`config.mk`:
```
export PLATFORM = sky130hd
export DESIGN_NAME = gray_codec
export DESIGN_NICKNAME = d
export VERILOG_FILES = /design/src/rtl/gray_codec.sv
export SDC_FILE = /design/constraint.sdc
export NUM_CORES = 1
export LEC_CHECK = 0
export CAP_MARGIN = 40
export CORE_AREA = 2 2 45 47
export DETAILED_ROUTE_END_ITERATION = 6
export DIE_AREA = 0 0 47 49
export PLACE_DENSITY = 0.73
export RECOVER_POWER = 50
export SLEW_MARGIN = 10
export SYNTH_ARGS = -nofsm -noshare
export SYNTH_HDL_FRONTEND = slang
export SYNTH_SLANG_ARGS = --single-unit
export TNS_END_PERCENT = 10
```
`constraint.sdc`:
```
create_clock -name clk -period 1.4 [get_ports clk]
set_input_delay 0.28 -clock clk [delete_from_list [all_inputs] [get_ports clk]]
set_output_delay 0.28 -clock clk [all_outputs]
set_load 0.02 [all_outputs]
```
`src/rtl/gray_codec.sv`:
```
// Gray code converter / stepper with a single valid/ready output register.
// Optional macro GRAY_CODEC_STEP_EN enables modes 10 (gray +1) and 11 (gray -1).
module gray_codec #(
    parameter int WIDTH = 8
) (
    input  logic             clk,
    input  logic             rst,
    input  logic             in_valid,
    output logic             in_ready,
    input  logic [1:0]       in_mode,
    input  logic [WIDTH-1:0] in_data,
    output logic             out_valid,
    input  logic             out_ready,
    output logic [1:0]       out_mode,
    output logic [WIDTH-1:0] out_data,
    output logic             out_err
);

    typedef struct packed {
        logic [1:0]       mode;
        logic             err;
        logic [WIDTH-1:0] data;
    } rsp_t;

    rsp_t rsp_q, rsp_d;
    logic vld_q;

    function automatic logic [WIDTH-1:0] bin2gray(input logic [WIDTH-1:0] b);
        return b ^ (b >> 1);
    endfunction

    // Gray decode: each binary bit is the XOR of all gray bits at or above it.
    function automatic logic [WIDTH-1:0] gray2bin(input logic [WIDTH-1:0] g);
        logic [WIDTH-1:0] b;
        b[WIDTH-1] = g[WIDTH-1];
        for (int i = WIDTH - 2; i >= 0; i--)
            b[i] = b[i+1] ^ g[i];
        return b;
    endfunction

    always_comb begin
        rsp_d      = '0;
        rsp_d.mode = in_mode;
        case (in_mode)
            2'b00: rsp_d.data = bin2gray(in_data);
            2'b01: rsp_d.data = gray2bin(in_data);
`ifdef GRAY_CODEC_STEP_EN
            2'b10: rsp_d.data = bin2gray(gray2bin(in_data) + WIDTH'(1));
            2'b11: rsp_d.data = bin2gray(gray2bin(in_data) - WIDTH'(1));
`else
            default: rsp_d.err = 1'b1;
`endif
        endcase
    end

    assign in_ready = !vld_q || out_ready;

    // Loading on accept also covers the zero-bubble case where the old word drains.
    always_ff @(posedge clk or posedge rst) begin
        if (rst) begin
            vld_q <= 1'b0;
            rsp_q <= '0;
        end else if (in_valid && in_ready) begin
            vld_q <= 1'b1;
            rsp_q <= rsp_d;
        end else if (out_ready) begin
            vld_q <= 1'b0;
        end
    end

    assign out_valid = vld_q;
    assign out_mode  = rsp_q.mode;
    assign out_data  = rsp_q.data;
    assign out_err   = rsp_q.err;

endmodule

```
# After elaboration in Yosys (flattened, before gate mapping)
# Cells that the tools add are included.
# word_totals
elab_cells	23
input_bits	14
ff_bits	12
out_inout_bits	13
# classes
bitwise	8
reduce_logical	6
muxes	4
eq_ne	1
# ops
operator	n
8-bit one-hot mux with 2 select lines	1
8-bit by 7-bit bitwise XOR with 8-bit output	1
1-bit bitwise XOR	7
1-bit 2-to-1 mux	3
2-bit by 1-bit equality test with 1-bit output, second input constant	1
2-bit zero test	1
2-bit nonzero test	1
2-bit OR reduction	1
1-bit logical AND	1
1-bit zero test	1
1-bit logical OR	1

# Logic depth before layout (Yosys ltp)
# depth
depth_word	8
depth_mapped	5
mapped_depth_nobuf	4

# Worst setup path before layout
# Ideal clock, no wire load.
# synth_timing
kind	reg-to-reg
from	register vld_q (netlist: out_valid)
to	register rsp_q (netlist bit out_data[7])
n_path_buf	1
arrival_time_ps	1337
stages_incl_launch_ff	5
synth_period_minus_slack_ps	1473
path_slack_ps	-73
setup_time_ps	136
t_required_ps	1264
path_cell_list	dfrtp_1 -> nand2b_1 -> nand2_1 -> clkbuf_1 -> o21ai_0
# synth_via
elab_chain_cells	3
# synth_lines
item	line_no	source
start, declared	26	logic vld_q;
start signal, assigned	61	vld_q <= 1'b0;
start signal, assigned	64	vld_q <= 1'b1;
start signal, assigned	67	vld_q <= 1'b0;
1-bit zero test	56	assign in_ready = !vld_q || out_ready;
1-bit logical OR	56	
net in_ready	9	output logic in_ready,
1-bit logical AND	63	end else if (in_valid && in_ready) begin
end signal, assigned	65	rsp_q <= rsp_d;
end, declared	25	rsp_t rsp_q, rsp_d;
# The timed path passes the listed nets, and every way through them passes these cells.
# A chain may end at the register's enable or synchronous reset.

# Final worst setup path
# layout_timing
from	input in_data[1]
to	register rsp_q (netlist bit out_data[1])
# layout_via
elab_chain_cells	2
word_cells_on_any_way	3
classes_between	1 x mux; 2 x bitwise
# layout_lines
item	line_no	source
start, declared	11	input logic [WIDTH-1:0] in_data,
1-bit bitwise XOR / 8-bit by 7-bit bitwise XOR with 8-bit output (equally long branches)	37, 29	
8-bit one-hot mux with 2 select lines *	44	case (in_mode)
# Every way passes the cells marked *; elsewhere a longest branch is shown, timed or not.

==> flow_metrics.env <==
export IMPL_status="finished, violations left"
export IMPL_failed_checks="negative setup slack"
export IMPL_drtPass1Iterations=4
export IMPL_coreArea_sq_um=1840
export IMPL_path_max_fanout=2
export IMPL_grtUsageTotal_pct=15.6
export IMPL_layout_nets=130
export IMPL_final_common_cell="buf_4"
export IMPL_design_die_area_sq_um=2300
export IMPL_max_cap_viol_count=0
export IMPL_synth_enable_flop_cells=0
export IMPL_dp_cells=136
export IMPL_num_rows=16
export IMPL_area_delta_synth_final_pct=67.3
export IMPL_wl_per_cell_microns=10.4
export IMPL_fmax_ghz=0.708
export IMPL_stdcell_area_sq_um=1180
export IMPL_clockPowerShare_pct=23.9
export IMPL_synth_nets=82
export IMPL_timing_worst_slew_pin_value_ps=451
export IMPL_arrival_ps=1610
export IMPL_intPower_uw=783
export IMPL_ys_ff_latch=12
export IMPL_cts_tree="built"
export IMPL_grt_remaining_overflow=0
export IMPL_yosysWarnings=0
export IMPL_clock_sinks=12
export IMPL_die_h_microns=49
export IMPL_portBuffers=26
export IMPL_use_met3_pct=3.33
export IMPL_antenna_found_initial=0
export IMPL_leakage_nw=0.612
export IMPL_cts_htree_levels=1
export IMPL_wl_microns=1480
export IMPL_dpl_cell_area_sq_um=1130
export IMPL_setup_viol=1
export IMPL_use_met1_pct=19.0
export IMPL_grt_pass1_vias=652
export IMPL_fin_hold_ws_ps=451
export IMPL_synthCells=68
export IMPL_most_common_layout_cells="19 x buf_4, 14 x dlygate4sd2_1, 12 x nand2_1, 12 x dfrtp_1"
export IMPL_cts_buffer_depth=2
export IMPL_drv_slew=0
export IMPL_relSlewSlack_pct=69.9
export IMPL_path_clk_slew_ps=70
export IMPL_setup_ws_ps=-12.9
export IMPL_hold_violations=0
export IMPL_fin_crit_sh_pct=101
export IMPL_switching_share_pct=30.6
export IMPL_min_period_ps=1410
export IMPL_dpl_hpwl_microns=1220
export IMPL_ys_seq_area_share_pct=42.5
export IMPL_die_x_microns=47
export IMPL_crit_path_end_kind="flop"
export IMPL_initial_core_util_pct=38.4
export IMPL_synthDistinctLibCells=24
export IMPL_grt_max_degree=15
export IMPL_crit_required_ps=1600
export IMPL_cellPowerDensity_nw_per_um2=954
export IMPL_drcViolationCount=0
export IMPL_hp_class="in2async"
export IMPL_synth_top_area_share_pct=42.5
export IMPL_vias=646
export IMPL_seq_power_share_pct=36.8
export IMPL_drive_gt1_share_pct=32.2
export IMPL_layoutNonFillerInstCount=142
export IMPL_gp_congestion=0.822
export IMPL_syn_area_sq_um=707
export IMPL_cts_root_buf="clkbuf_4"
export IMPL_rsz0062_at_grt="yes"
export IMPL_skew_ps=3.99
export IMPL_cts_hold_buf=0
export IMPL_detail_route_antenna_nets=0
export IMPL_gr_max_usage_layer="met2"
export IMPL_pre_cts_ws_ps=-583
export IMPL_grt_pass1_wl_microns=2610
export IMPL_gr_usage_met2_pct=26.0
export IMPL_ys_flop_type="dfrtp_1"
export IMPL_switchingPower_uw=345
export IMPL_path_class="in2reg"
export IMPL_synth_async_reset_ratio_pct=100
export IMPL_drt_iter0_markers=5
export IMPL_syn_area_per_cell_sq_um=10.4
export IMPL_antenna_cells=0
export IMPL_ir_drop_mv=0.514
export IMPL_insertion_delay_ps=270
export IMPL_combPwrFrac_pct=39.3
export IMPL_ys_top_cells_by_area="dfrtp_1 42%, nand2_1 6.9%, xnor3_1 6.4%"
export IMPL_routed_via_density=4.55
export IMPL_crit_path_start_kind="input port"
export IMPL_ioPinCount=27
export IMPL_synth_top_area_cell="dfrtp_1"
export IMPL_numCtsBuffers=3
==> flip-flops by register name, indices dropped and copies added (netlist names) <==
| name | count |
|---|---|
| out_data | 8 |
| out_err | 1 |
| out_mode | 2 |
| out_valid | 1 |
==> Yosys cell counts (all sizes together), types with 2 or more instances <==
master   n
nor2     3
xnor3    2
xnor2    7
a22o     2
a21oi    4
and3     2
clkbuf   2
xor2     4
o21ai    2
o41ai    3
nor3     2
nand2   13
inv      3
dfrtp   12
==> through the flow <==
step | util (%) | setup TNS, ps | power (mW)
2_1_floorplan | - | -32.9 | 0.665
3_3_place_gp | 61.6 | -3340 | 0.880
3_5_place_dp | 61.6 | -3670 | 0.891
4_1_cts | 64.0 | -52.5 | 1.13
5_1_grt | 64.2 | -143 | 1.21
6_report | 64.2 | -12.9 | 1.13
==> kinds of logic after synthesis <==
kind of cell    count (synthesis)  synth area share, %
flops                          12                 42.5
buf+inv                         5                 2.66
simple gates                   24                 15.2
compound gates                 13                 14.2
xor+xnor                       14                 25.5
==> power groups by stage <==
stage	logic [mW]	clock network [mW]	registers, mW
final	0.443	0.270	0.415
after CTS	0.439	0.275	0.416
after global placement	0.457	0	0.423
after global routing	0.485	0.304	0.422
after detailed placement	0.466	0	0.425
after floorplan	0.181	0	0.484
==> repair_timing <==
| item | in CTS | in global routing |
|---|---|---|
| buffers inserted | 2 | 0 |
| resized for setup | 29 | 9 |
| endpoints found under the setup margin | 18 | 6 |
| pin swaps | 5 | 6 |
| endpoints found under the hold margin | 0 | 0 |
==> worst paths after layout <==
path                                  startpoint                 endpoint  slack (ps)  depth (start not counted)
min reg2reg                  out_err$_DFFE_PP0P_      out_err$_DFFE_PP0P_         470                          2
min in group clk             out_err$_DFFE_PP0P_      out_err$_DFFE_PP0P_         470                          2
max                                   in_data[1]  out_data[1]$_DFFE_PP0P_         -10                          5
min                                          rst  out_mode[0]$_DFFE_PP0P_         450                          2
max in group asynchronous                    rst  out_data[4]$_DFFE_PP0P_         640                          2
max reg2reg                out_valid$_DFFE_PP0P_  out_data[3]$_DFFE_PP0P_         230                          4
==> layer usage <==
metal  vias to the layer above  share of wire (%)
li1                        329                  -
met1                       285                 40
met2                        28                 50
met3                         4                7.6
met4                         0                1.6
met5                         -                  0
==> final cells by class <==
type	count	area, sq um
well taps	27	33.8
fillers	172	659
clock buffers	4	36.3
repair buffers	45	374
flip-flops and latches	12	300
multi-input cells	51	427
inverters	3	11.3
==> critical path, stage by stage <==
cell and delay [ps]:
buf_6 90, xnor3_1 400, xor3_1 400, or3_1 320
a21oi_2 120
Power figures use the tool's default switching activity.
